## config.mk

```make
export PLATFORM = sky130hd
export DESIGN_NAME = simple_cpu_ctrl_flat
export DESIGN_NICKNAME = d
export VERILOG_FILES = /design/src/rtl/simple_cpu_pkg.sv /design/src/rtl/simple_cpu_ctrl_if.sv /design/src/rtl/simple_cpu_ctrl_alu.sv /design/src/rtl/simple_cpu_ctrl.sv /design/src/flat_wrapper.sv
export SDC_FILE = /design/constraint.sdc
export NUM_CORES = 1
export LEC_CHECK = 0
export ABC_CLOCK_PERIOD_IN_PS = 2300
export CORE_ASPECT_RATIO = 1.75
export CORE_UTILIZATION = 50
export CTS_CLUSTER_DIAMETER = 80
export DETAILED_ROUTE_END_ITERATION = 8
export DONT_BUFFER_PORTS = 1
export PLACE_DENSITY = 0.66
export SYNTH_ARGS = -nofsm -noshare
export SYNTH_HDL_FRONTEND = slang
export SYNTH_SLANG_ARGS = --single-unit
```

## constraint.sdc

```tcl
create_clock -name clk -period 2.3 [get_ports clk]
set_input_delay 0.46 -clock clk [delete_from_list [all_inputs] [get_ports clk]]
set_output_delay 0.46 -clock clk [all_outputs]
set_load 0.01 [all_outputs]
```

## src/rtl/simple_cpu_pkg.sv

```systemverilog
// Shared definitions for the Simple CPU control slice.
//   state_t    : control sequencer states (4-bit encoding, exported as state_out)
//   OP_*       : 2-bit opcodes held in IR (instruction bits [N-1:N-2])
//   ALUSEL_*   : ALU function select values
package simple_cpu_pkg;

  typedef enum logic [3:0] {
    FETCH1 = 4'd0,
    FETCH2 = 4'd1,
    FETCH3 = 4'd2,
    ADD1   = 4'd3,
    ADD2   = 4'd4,
    AND1   = 4'd5,
    AND2   = 4'd6,
    JMP1   = 4'd7,
    INC1   = 4'd8
  } state_t;

  localparam logic [1:0] OP_ADD = 2'b00;
  localparam logic [1:0] OP_AND = 2'b01;
  localparam logic [1:0] OP_JMP = 2'b10;
  localparam logic [1:0] OP_INC = 2'b11;

  localparam logic ALUSEL_ADD = 1'b0;
  localparam logic ALUSEL_AND = 1'b1;

endpackage

```

## src/rtl/simple_cpu_ctrl_if.sv

```systemverilog
// Memory bus between the Simple CPU controller and the memory model.
//   mem_rdata : N   read data, combinational from mem_addr (memory -> ctrl)
//   mem_addr  : AW  word address, always equal to AR  (ctrl -> memory)
//   mem_rd    : 1   read strobe                        (ctrl -> memory)
// Handshake: there is no ready/valid pair. The memory is combinational, so
// mem_rdata is valid in the same cycle that mem_rd=1 is presented with
// mem_addr; the controller captures it on the following rising clock edge.
interface simple_cpu_ctrl_if #(
  parameter int N  = 8,
  parameter int AW = 6
);
  logic [N-1:0]  mem_rdata;
  logic [AW-1:0] mem_addr;
  logic          mem_rd;

  modport master (input mem_rdata, output mem_addr, output mem_rd);
  modport slave  (output mem_rdata, input mem_addr, input mem_rd);
endinterface

```

## src/rtl/simple_cpu_ctrl_alu.sv

```systemverilog
// Simple CPU ALU: combinational ADD / AND of the accumulator and one operand.
//   ALUSEL : 1  0 = AC + AR (carry discarded), 1 = AC & AR
//   AC     : N  accumulator operand
//   AR     : N  second operand (the controller connects DR here)
//   q      : N  result
module simple_cpu_ctrl_alu
  import simple_cpu_pkg::*;
#(
  parameter int N = 8
) (
  input  logic         ALUSEL,
  input  logic [N-1:0] AC,
  input  logic [N-1:0] AR,
  output logic [N-1:0] q
);

  always_comb begin
    q = AC + AR;
    if (ALUSEL == ALUSEL_AND) q = AC & AR;
  end

endmodule

```

## src/rtl/simple_cpu_ctrl.sv

```systemverilog
// Simple CPU control sequencer and register file (PC, AR, DR, IR, AC).
// Fetches 8-bit instructions over the memory bus, decodes them and either
// drives the ALU (ADD/AND), reloads the PC (JMP) or increments AC (INC).
//   clk, rst  : clock (rising edge), asynchronous active-high reset
//   en        : run enable, only looked at in FETCH1
//   bus       : memory bus (master side): mem_addr = AR, mem_rd, mem_rdata
//   ac_out    : accumulator
//   pc_out    : program counter
//   state_out : current sequencer state (debug)
module simple_cpu_ctrl
  import simple_cpu_pkg::*;
#(
  parameter int N  = 8,
  parameter int AW = 6
) (
  input  logic                      clk,
  input  logic                      rst,
  input  logic                      en,
  simple_cpu_ctrl_if.master         bus,
  output logic [N-1:0]              ac_out,
  output logic [AW-1:0]             pc_out,
  output logic [3:0]                state_out
);

  state_t        state, state_nxt;
  logic [AW-1:0] pc, ar;
  logic [N-1:0]  dr, ac;
  logic [1:0]    ir;
  logic [N-1:0]  alu_q;

  // Register-transfer controls decoded from the current state.
  logic ld_ar_pc;    // AR <= PC
  logic ld_dr_mem;   // DR <= mem_rdata
  logic inc_pc;      // PC <= PC + 1
  logic ld_ir_ar;    // IR <= opcode, AR <= address field
  logic ld_ac_alu;   // AC <= ALU result
  logic ld_pc_dr;    // PC <= address field (JMP)
  logic inc_ac;      // AC <= AC + 1
  logic mem_rd;
  logic alusel;

  simple_cpu_ctrl_alu #(.N(N)) u_alu (
    .ALUSEL (alusel),
    .AC     (ac),
    .AR     (dr),
    .q      (alu_q)
  );

  always_comb begin
    state_nxt = FETCH1;
    ld_ar_pc  = 1'b0;
    ld_dr_mem = 1'b0;
    inc_pc    = 1'b0;
    ld_ir_ar  = 1'b0;
    ld_ac_alu = 1'b0;
    ld_pc_dr  = 1'b0;
    inc_ac    = 1'b0;
    mem_rd    = 1'b0;
    alusel    = ALUSEL_ADD;
    unique case (state)
      FETCH1: begin
        if (en) begin
          ld_ar_pc  = 1'b1;
          state_nxt = FETCH2;
        end else begin
          state_nxt = FETCH1;
        end
      end
      FETCH2: begin
        ld_dr_mem = 1'b1;
        inc_pc    = 1'b1;
        mem_rd    = 1'b1;
        state_nxt = FETCH3;
      end
      FETCH3: begin
        ld_ir_ar = 1'b1;
        // IR is loaded on this same edge, so dispatch on DR's opcode bits.
        unique case (dr[N-1:N-2])
          OP_ADD:  state_nxt = ADD1;
          OP_AND:  state_nxt = AND1;
          OP_JMP:  state_nxt = JMP1;
          default: state_nxt = INC1;
        endcase
      end
      ADD1: begin
        ld_dr_mem = 1'b1;
        mem_rd    = 1'b1;
        state_nxt = ADD2;
      end
      ADD2: begin
        ld_ac_alu = 1'b1;
      end
      AND1: begin
        ld_dr_mem = 1'b1;
        mem_rd    = 1'b1;
        state_nxt = AND2;
      end
      AND2: begin
        ld_ac_alu = 1'b1;
        // IR holds OP_AND here; selecting from it keeps the ALU function
        // tied to the decoded instruction rather than to the state alone.
        alusel    = (ir == OP_AND) ? ALUSEL_AND : ALUSEL_ADD;
      end
      JMP1: begin
        ld_pc_dr = 1'b1;
      end
      INC1: begin
        inc_ac = 1'b1;
      end
      default: begin
        // Unused encodings fall back to FETCH1 with no register transfer.
        state_nxt = FETCH1;
      end
    endcase
  end

  always_ff @(posedge clk or posedge rst) begin
    if (rst) begin
      state <= FETCH1;
      pc    <= '0;
      ar    <= '0;
      dr    <= '0;
      ir    <= '0;
      ac    <= '0;
    end else begin
      state <= state_nxt;
      if (ld_ar_pc)  ar <= pc;
      if (ld_dr_mem) dr <= bus.mem_rdata;
      if (inc_pc)    pc <= pc + 1'b1;
      if (ld_ir_ar) begin
        ir <= dr[N-1:N-2];
        ar <= dr[AW-1:0];
      end
      if (ld_pc_dr)  pc <= dr[AW-1:0];
      if (ld_ac_alu) ac <= alu_q;
      if (inc_ac)    ac <= ac + 1'b1;
    end
  end

  assign bus.mem_addr = ar;
  assign bus.mem_rd   = mem_rd;
  assign ac_out       = ac;
  assign pc_out       = pc;
  assign state_out    = state;

endmodule
```

## src/flat_wrapper.sv

```systemverilog
// flat-port wrapper written by rule: the top's interface ports become plain ports
module simple_cpu_ctrl_flat import simple_cpu_pkg::*;
#(
  parameter int N  = 8,
  parameter int AW = 6
)
  (clk, rst, en, ac_out, pc_out, state_out, bus_mem_rdata, bus_mem_addr, bus_mem_rd);
  simple_cpu_ctrl_if #(.N(N), .AW(AW)) bus_i ();
  input  logic clk;
  input  logic rst;
  input  logic en;
  output logic [N-1:0] ac_out;
  output logic [AW-1:0] pc_out;
  output logic [3:0] state_out;
  input wire logic [$bits(bus_i.mem_rdata)-1:0] bus_mem_rdata;
  output wire logic [$bits(bus_i.mem_addr)-1:0] bus_mem_addr;
  output wire logic [$bits(bus_i.mem_rd)-1:0] bus_mem_rd;
  assign bus_i.mem_rdata = bus_mem_rdata;
  assign bus_mem_addr = bus_i.mem_addr;
  assign bus_mem_rd = bus_i.mem_rd;
  simple_cpu_ctrl #(.N(N), .AW(AW)) u_core (.clk(clk), .rst(rst), .en(en), .bus(bus_i), .ac_out(ac_out), .pc_out(pc_out), .state_out(state_out));
endmodule
```

Word level (Yosys, flattened, before mapping)
Cells that the tools add are included.
W data, S select, Z words.

storage, ports and cells
  register bits after elaboration = 34
  output and inout bits = 25

cells by class
  add/sub/neg operators = 3
  equal/unequal tests = 11
  multiplexer cells = 20
  bitwise logic cells = 1
  reduce and logical (&&, ||, !) cells = 7

operators by type and width
  kind                   count
  $mux W6                4
  $mux W8                3
  $pmux W4 S5            1
  $eq A4 B3 Y1 const B   4
  $pmux W4 S3            1
  $mux W1                11
  $add A8 B1 Y8 const B  1
  $add A8 B8 Y8          1
  $and A8 B8 Y8          1
  $eq A4 B2 Y1 const B   2
  $add A6 B1 Y6 const B  1
  $reduce_bool A2 Y1     3
  $eq A2 B1 Y1 const B   2
  $eq A4 B1 Y1 const B   1
  $eq A4 B4 Y1 const B   1
  $logic_not A4 Y1       1
  $reduce_or A3 Y1       1
  $eq A2 B2 Y1 const B   1
  $logic_not A2 Y1       1
  $reduce_or A2 Y1       1

Longest topological paths before layout
Gate-level depths: netlist of run 1.

  depth in word-level cells = 6
  depth in mapped cells = 8
  depth with buffers taken out = 8

Modules after synthesis
From an unflattened synthesis of run 1, not the netlist that was laid out.

unflattened totals
  cells, all modules = 235
  area, all modules = 2,249.7 µm²

by module, submodules not included
  module               instances  cells each  area each (µm²)  sequential area each (µm²)
  simple_cpu_ctrl      1          175         1,824.2          850.8
  simple_cpu_ctrl_alu  1          60          425.4            0.0

Worst setup path before layout of run 1
Ideal clock, no wire load.

  kind = reg-to-reg
  start = reg u_core.ac[0], in the netlist u_core.ac_out[0]
  end = reg u_core.ac[4], in the netlist u_core.ac_out[4]
  arrival time = 1.859 ns
  setup slack = 0.318 ns
  cell stages (with the launch flop) = 9
  buffers on the path = 0
  cells stage by stage = dfrtp_1 > ha_1 > inv_1 > fa_1 > nor2b_1 > o21a_1 > or3_1 > and4_1 > a211o_1

between the ends
  word-level cells in the longest chain between the ends = 4

RTL lines
  item                      line                       RTL
  start: declaration        simple_cpu_ctrl.sv:27      logic [N-1:0] dr, ac;
  start signal: assignment  simple_cpu_ctrl.sv:135     if (ld_ac_alu) ac <= alu_q;
  start signal: assignment  simple_cpu_ctrl.sv:136     if (inc_ac) ac <= ac + 1'b1;
  $add A8 B8 Y8             simple_cpu_ctrl_alu.sv:18  q = AC + AR;
  $mux W8                   simple_cpu_ctrl_alu.sv:19  if (ALUSEL == ALUSEL_AND) q = AC & AR;
  $mux W8                   simple_cpu_ctrl.sv:135
  $mux W8 (*)               simple_cpu_ctrl.sv:136

Mark *: on every way between the ends. The rest lies on a longest branch, timed or not. The select of a mux whose other input is x is not followed.
A chain may end at the register's enable or synchronous reset.

Worst setup path after layout of run 1
  start = reg u_core.state[0], in the netlist u_core.state_out[0]
  end = out bus_mem_rd

between the ends
  word-level cells in the longest chain between the ends = 3

RTL lines
  item                                  line                    RTL
  start: declaration                    simple_cpu_ctrl.sv:25   state_t state, state_nxt;
  start signal: assignment              simple_cpu_ctrl.sv:126  state <= state_nxt;
  $eq A4 B1 Y1 (tied with other cells)  simple_cpu_ctrl.sv:60   unique case (state)
  $reduce_or A3 Y1 (no line) (*)        n/a
  $mux W1 (*)                           simple_cpu_ctrl.sv:60
  end: declaration                      flat_wrapper.sv:17      output wire logic [$bits(bus_i.mem_rd)-1:0] bus_mem_rd;

Mark *: on every way between the ends. The rest lies on a longest branch, timed or not.

==> metrics.cfg, run 1 <==
[clock_network]
cts_htree_levels = 2
path_clk_slew_ps = 70
cts_sinks = 34
postCtsResizedCells = 0
clockRootBuffer = clkbuf_8
clockBufferDepth = 2
numCtsBuffers = 5
post_cts_buffers = 0
hold_buffers = 0
clock_latency_ps = 290
cts_tree = done

[floorplanning]
start_util_pct = 52.0
fp.dieW_um = 51.4
io-pin-count = 36
core_um2 = 4110
rows = 31
die_h_um = 88.5
die_area_um2 = 4550

[critical_path]
reg2reg_depth = 8
crit_path_end = bus_mem_rd
cp-startpoint = u_core.state_out[0]
worst_ep_arrival_time_ps = 1620
r2r_slack_ps = 310
path_max_fanout = 10
reg2reg_to = u_core.ac_out[4]
timing.rr.start = u_core.dr[0]
crit_type = register to primary output
critPathCaptureType = primary output
required_ps = 1840
worst_setup_path_start_kind = register

[min_path]
hp-class = primary input to asynchronous set/reset pin

[detailed_routing]
drc_errors = 0
viasPerCell = 5.78
firstDrtPassIters = 4
vias = 1718
wl_um = 4830
drt_iter0_markers = 29
avgRoutedWirePerCell_um = 16.3
ant_nets = 0

[synthesis]
yosysMostFrequentCell = nand2_1
yosys.area.top_type = dfrtp_1
synth.distinct_cells = 50
ys_ff_latch = 34
synth.avg_cell_area_um2 = 8.90
synth_area_leaders = dfrtp_1 40%, ha_1 7.6%, nand2_1 6.7%
netlist_area_um2 = 2140
syn-num-nets = 265
netlist.area_leader.share_pct = 39.8
ys_warn_count = 0
async_flop_share_pct = 100
ys_seq_area_share_pct = 39.8
netlist_instances = 240
synth_commonest_cells = 38 x nand2_1, 34 x dfrtp_1, 27 x nor2_1
synth_edf_count = 0
synth_flop_cell = dfrtp_1

[power_and_ir_drop]
intPower_mw = 1.94
p_sw_share_pct = 45.7
vdd_drop_max_v = 0.000783
switchingPower_mw = 1.63
p_leak_nw = 1.06
pwr-share-clk_pct = 12.4
pwr_density_cell_nw_per_um2 = 1540
comb_power_share_pct = 51.1
seqPwrFrac_pct = 36.5

[final_layout]
layout-drive-gt1-share_pct = 10.5
area_growth_pct = 8.20
nets = 274
n_antenna_cell = 0

[placement]
port_buffers = 0
gp_congestion = 0.852
hpwl_um = 3630

[timing]
hold_viol = 0
timing.hold.ws_ps = 154
fin_skew_ps = 6.40
setup_violations = 0
slew_headroom_pct = 67.9
worstMarginPinSlew_ps = 481
fin_setup_tns_ps = 0
period_minus_slack_ps = 2080
fmax_ghz = 0.481
fin_crit_sh_pct = 90.4
rsz0062_at_grt = no
maxSlewViolCount = 0

[global_route]
grt_pass1_vias = 1744
antenna_found_initial = 0
overflow = 0
grt_first_pass_wirelength_um = 7860
grt_max_degree = 35
grt_usage_pct = 23.5

[run]
max_cap_violations = 0

[status]
outcome = finished, final reports clean

## critical path, stage by stage (launching register included)
cell and delay (ps):
dfrtp_1 610, or2b_1 330, nand2b_1 240, inv_1 150
## power groups by stage
stage | Combinational (mW) | Clock [mW] | Sequential [mW]
4_1_cts | 1.84 | 0.452 | 1.30
3_5_place_dp | 1.83 | 0 | 1.31
5_1_grt | 2.07 | 0.469 | 1.34
3_3_place_gp | 1.79 | 0 | 1.30
2_1_floorplan | 1.46 | 0 | 1.22
6_report | 1.82 | 0.442 | 1.30
## cells by family (layout without fill, tap and decap cells)
| family | after synthesis | in the layout | synth area share, % |
|---|---|---|---|
| xor+xnor | 5 | 5 | 2.05 |
| fa+ha+maj | 14 | 14 | 8.55 |
| simple gates | 103 | 103 | 24.2 |
| mux | 14 | 14 | 6.73 |
| buf+inv | 18 | 26 | 3.98 |
| compound gates | 52 | 52 | 14.7 |
| flops | 34 | 34 | 39.8 |
## how the worst min path moves through the flow
stage,start,endpoint
final,rst,u_core.dr[2]
after global routing,rst,u_core.dr[2]
after CTS,rst,u_core.pc_out[1]
after detailed placement,rst,u_core.bus.mem_addr[1]
after global placement,rst,u_core.bus.mem_addr[1]
after floorplan,u_core.ir[1],u_core.ir[1]
## routing by layer
metal	wire, um	share of wire, %	vias up	global-route usage, %
met5	0	0	-	0
met4	89	1.8	0	9.83
met3	189	3.9	7	5.15
met2	2650	55	35	43.1
met1	1910	39	818	25.4
li1	-	-	858	-
## cell type report
type                            instances  area, um^2
Inverter                                9        33.8
Sequential cell                        34         851
Multi-Input combinational cell        188        1200
Clock buffer                            6        82.6
Fill cell                             411        1800
Timing Repair Buffer                   11        82.6
Tap cell                               49        61.3
## through the flow
| stage | setup slack, ps | area (um^2) | utilization (%) | instances | power [mW] |
|---|---|---|---|---|---|
| 2_1_floorplan | 318 | 2140 | - | 240 | 2.68 |
| 3_3_place_gp | 332 | 2230 | 54.2 | 291 | 3.10 |
| 3_5_place_dp | 304 | 2230 | 54.2 | 291 | 3.14 |
| 4_1_cts | 193 | 2310 | 56.2 | 297 | 3.60 |
| 5_1_grt | 88.8 | 2310 | 56.2 | 297 | 3.88 |
| 6_report | 221 | 2310 | 56.2 | 297 | 3.57 |
## flip-flops by register name (all words and copies together), names as in the netlist
name / cells
u_core.ac_out: 8
u_core.dr: 8
u_core.bus.mem_addr: 6
u_core.pc_out: 6
u_core.state_out: 4
u_core.ir: 2
## cells in the final DEF (no fill, tap or decap), types with 3 or more instances in the layout
cell type,count
o21ai_0,14
mux2i_1,11
a31oi_1,4
xor2_1,4
o22ai_1,3
inv_1,9
clkbuf_8,6
ha_1,13
and2_1,4
a21oi_1,15
mux2_2,3
buf_4,11
dfrtp_1,34
nor2_1,27
nor3_1,3
nand3_1,5
nand2_1,38
and3_1,5
(Power assumes the default switching activity.)
==> inputs of run 2 (changes only) <==
- SLEW_MARGIN: unset -> 10
==> results of run 2 <==
No change in the layout: final DEF, timing and power equal those of run 1.
==> inputs of run 3 (changes only) <==
--- a/constraint.sdc
+++ b/constraint.sdc
@@ -3,2 +3,2 @@
 set_output_delay 0.46 -clock clk [all_outputs]
-set_load 0.01 [all_outputs]
+set_load 0.05 [all_outputs]
==> run 3 against run 2 <==
Critical path depth did not move. Die area did not move. Flip-flop and latch count did not move. Via count rose by 3.0%. Worst hold slack improved by 5.2 ps. Wire length rose by 2.2%. Clock-buffer cell count fell by 1. Register-to-register slack got worse by 30 ps. Utilization rose by 1.9 points. Cell count rose by 4.0%. Design area rose by 3.4%.
==> metrics.cfg, run 3 (synthesized netlist as in run 1, its figures left out) <==
[floorplanning]
core_um2 = 4110
io-pin-count = 36
start_util_pct = 52.0
die_h_um = 88.5
fp.dieW_um = 51.4
rows = 31
die_area_um2 = 4550

[critical_path]
required_ps = 1840
worst_ep_arrival_time_ps = 1760
crit_type = register to primary output
worst_setup_path_start_kind = register
path_max_fanout = 7
critPathCaptureType = primary output

[timing]
fin_skew_ps = 4.75
hold_viol = 0
fin_crit_sh_pct = 96.3
fin_setup_tns_ps = 0
fmax_ghz = 0.451
period_minus_slack_ps = 2220
maxSlewViolCount = 0
worstMarginPinSlew_ps = 579
setup_violations = 0
slew_headroom_pct = 61.4
worst_slack_ps = 84.0
rsz0062_at_grt = no

[detailed_routing]
drt_iter0_markers = 48
ant_nets = 0
avgRoutedWirePerCell_um = 16.0
wl_um = 4940
viasPerCell = 5.73
firstDrtPassIters = 4
drc_errors = 0
vias = 1770

[placement]
hpwl_um = 3860
gp_congestion = 0.848
pre_cts_ws_ps = 310
port_buffers = 0

[clock_network]
cts_tree = done
hold_buffers = 0
cts_htree_levels = 2
path_clk_slew_ps = 70
post_cts_buffers = 0
clockBufferDepth = 2
numCtsBuffers = 5
cts_sinks = 34
clock_latency_ps = 280
postCtsResizedCells = 0
clockRootBuffer = clkbuf_8

[final_layout]
final_common_cell = nand2_1
area_growth_pct = 11.9
mostFrequentLayoutCells = 38 x nand2_1, 34 x dfrtp_1, 27 x nor2_1
layout-drive-gt1-share_pct = 14.6
n_antenna_cell = 0
nets = 285
fillers = 393

[global_route]
grt_usage_pct = 23.3
grt_first_pass_wirelength_um = 7900
grt_pass1_vias = 1775
overflow = 0
antenna_found_initial = 0
grt_max_degree = 35

[run]
max_cap_violations = 0

[min_path]
hp-class = primary input to asynchronous set/reset pin

[status]
outcome = finished, final reports clean

[run 3: stage by stage]
stage | hold WS [ps] | instance area, um^2 | std cells | utilization [%]
6_report | 159 | 2390 | 309 | 58.2
4_1_cts | 170 | 2390 | 309 | 58.2
5_1_grt | 219 | 2390 | 309 | 58.2
3_5_place_dp | 473 | 2310 | 302 | 56.2
3_3_place_gp | 470 | 2310 | 302 | 56.2
2_1_floorplan | 487 | 2140 | 240 | -
[run 3: worst max-delay path, stage by stage, from the launching register on]
cell      delay (ps)
dfrtp_1          490
or2b_1           310
nand2b_1         260
inv_1            420
[run 3: cell type report]
class / count / area (um^2) / area share, %
multi-input cells: 188 / 1200 / 50.2
inverters: 9 / 33.8 / 1.41
well taps: 49 / 61.3 / 2.56
flip-flops and latches: 34 / 851 / 35.6
clock buffers: 5 / 68.8 / 2.88
clock inverters: 2 / 10.0 / 0.419
repair buffers: 22 / 165 / 6.91
[run 3: final timing paths]
kind	from	end	slack (ps)	cells after the start
worst max-delay path	u_core.state_out[0]	bus_mem_rd	80	3
worst max register to register	u_core.dr[0]	u_core.ac_out[4]	280	8
worst min-delay path	rst	u_core.ac_out[0]	160	2
min in group clk	bus_mem_rdata[0]	u_core.dr[0]	280	2
max in group asynchronous	rst	u_core.state_out[0]	1820	2
worst min register to register	u_core.ir[1]	u_core.ir[1]	520	1
[run 3: layer usage]
metal	vias up	part of all wire [%]	track usage, %
li1	880	-	-
met1	845	39	25.2
met2	38	56	43.9
met3	7	2.9	3.44
met4	0	1.7	9.58
met5	-	0	0
Power of run 3 is left out: the tool's default activity adds up to more than one toggle a clock period on the data nets, which glitch-free logic cannot reach.
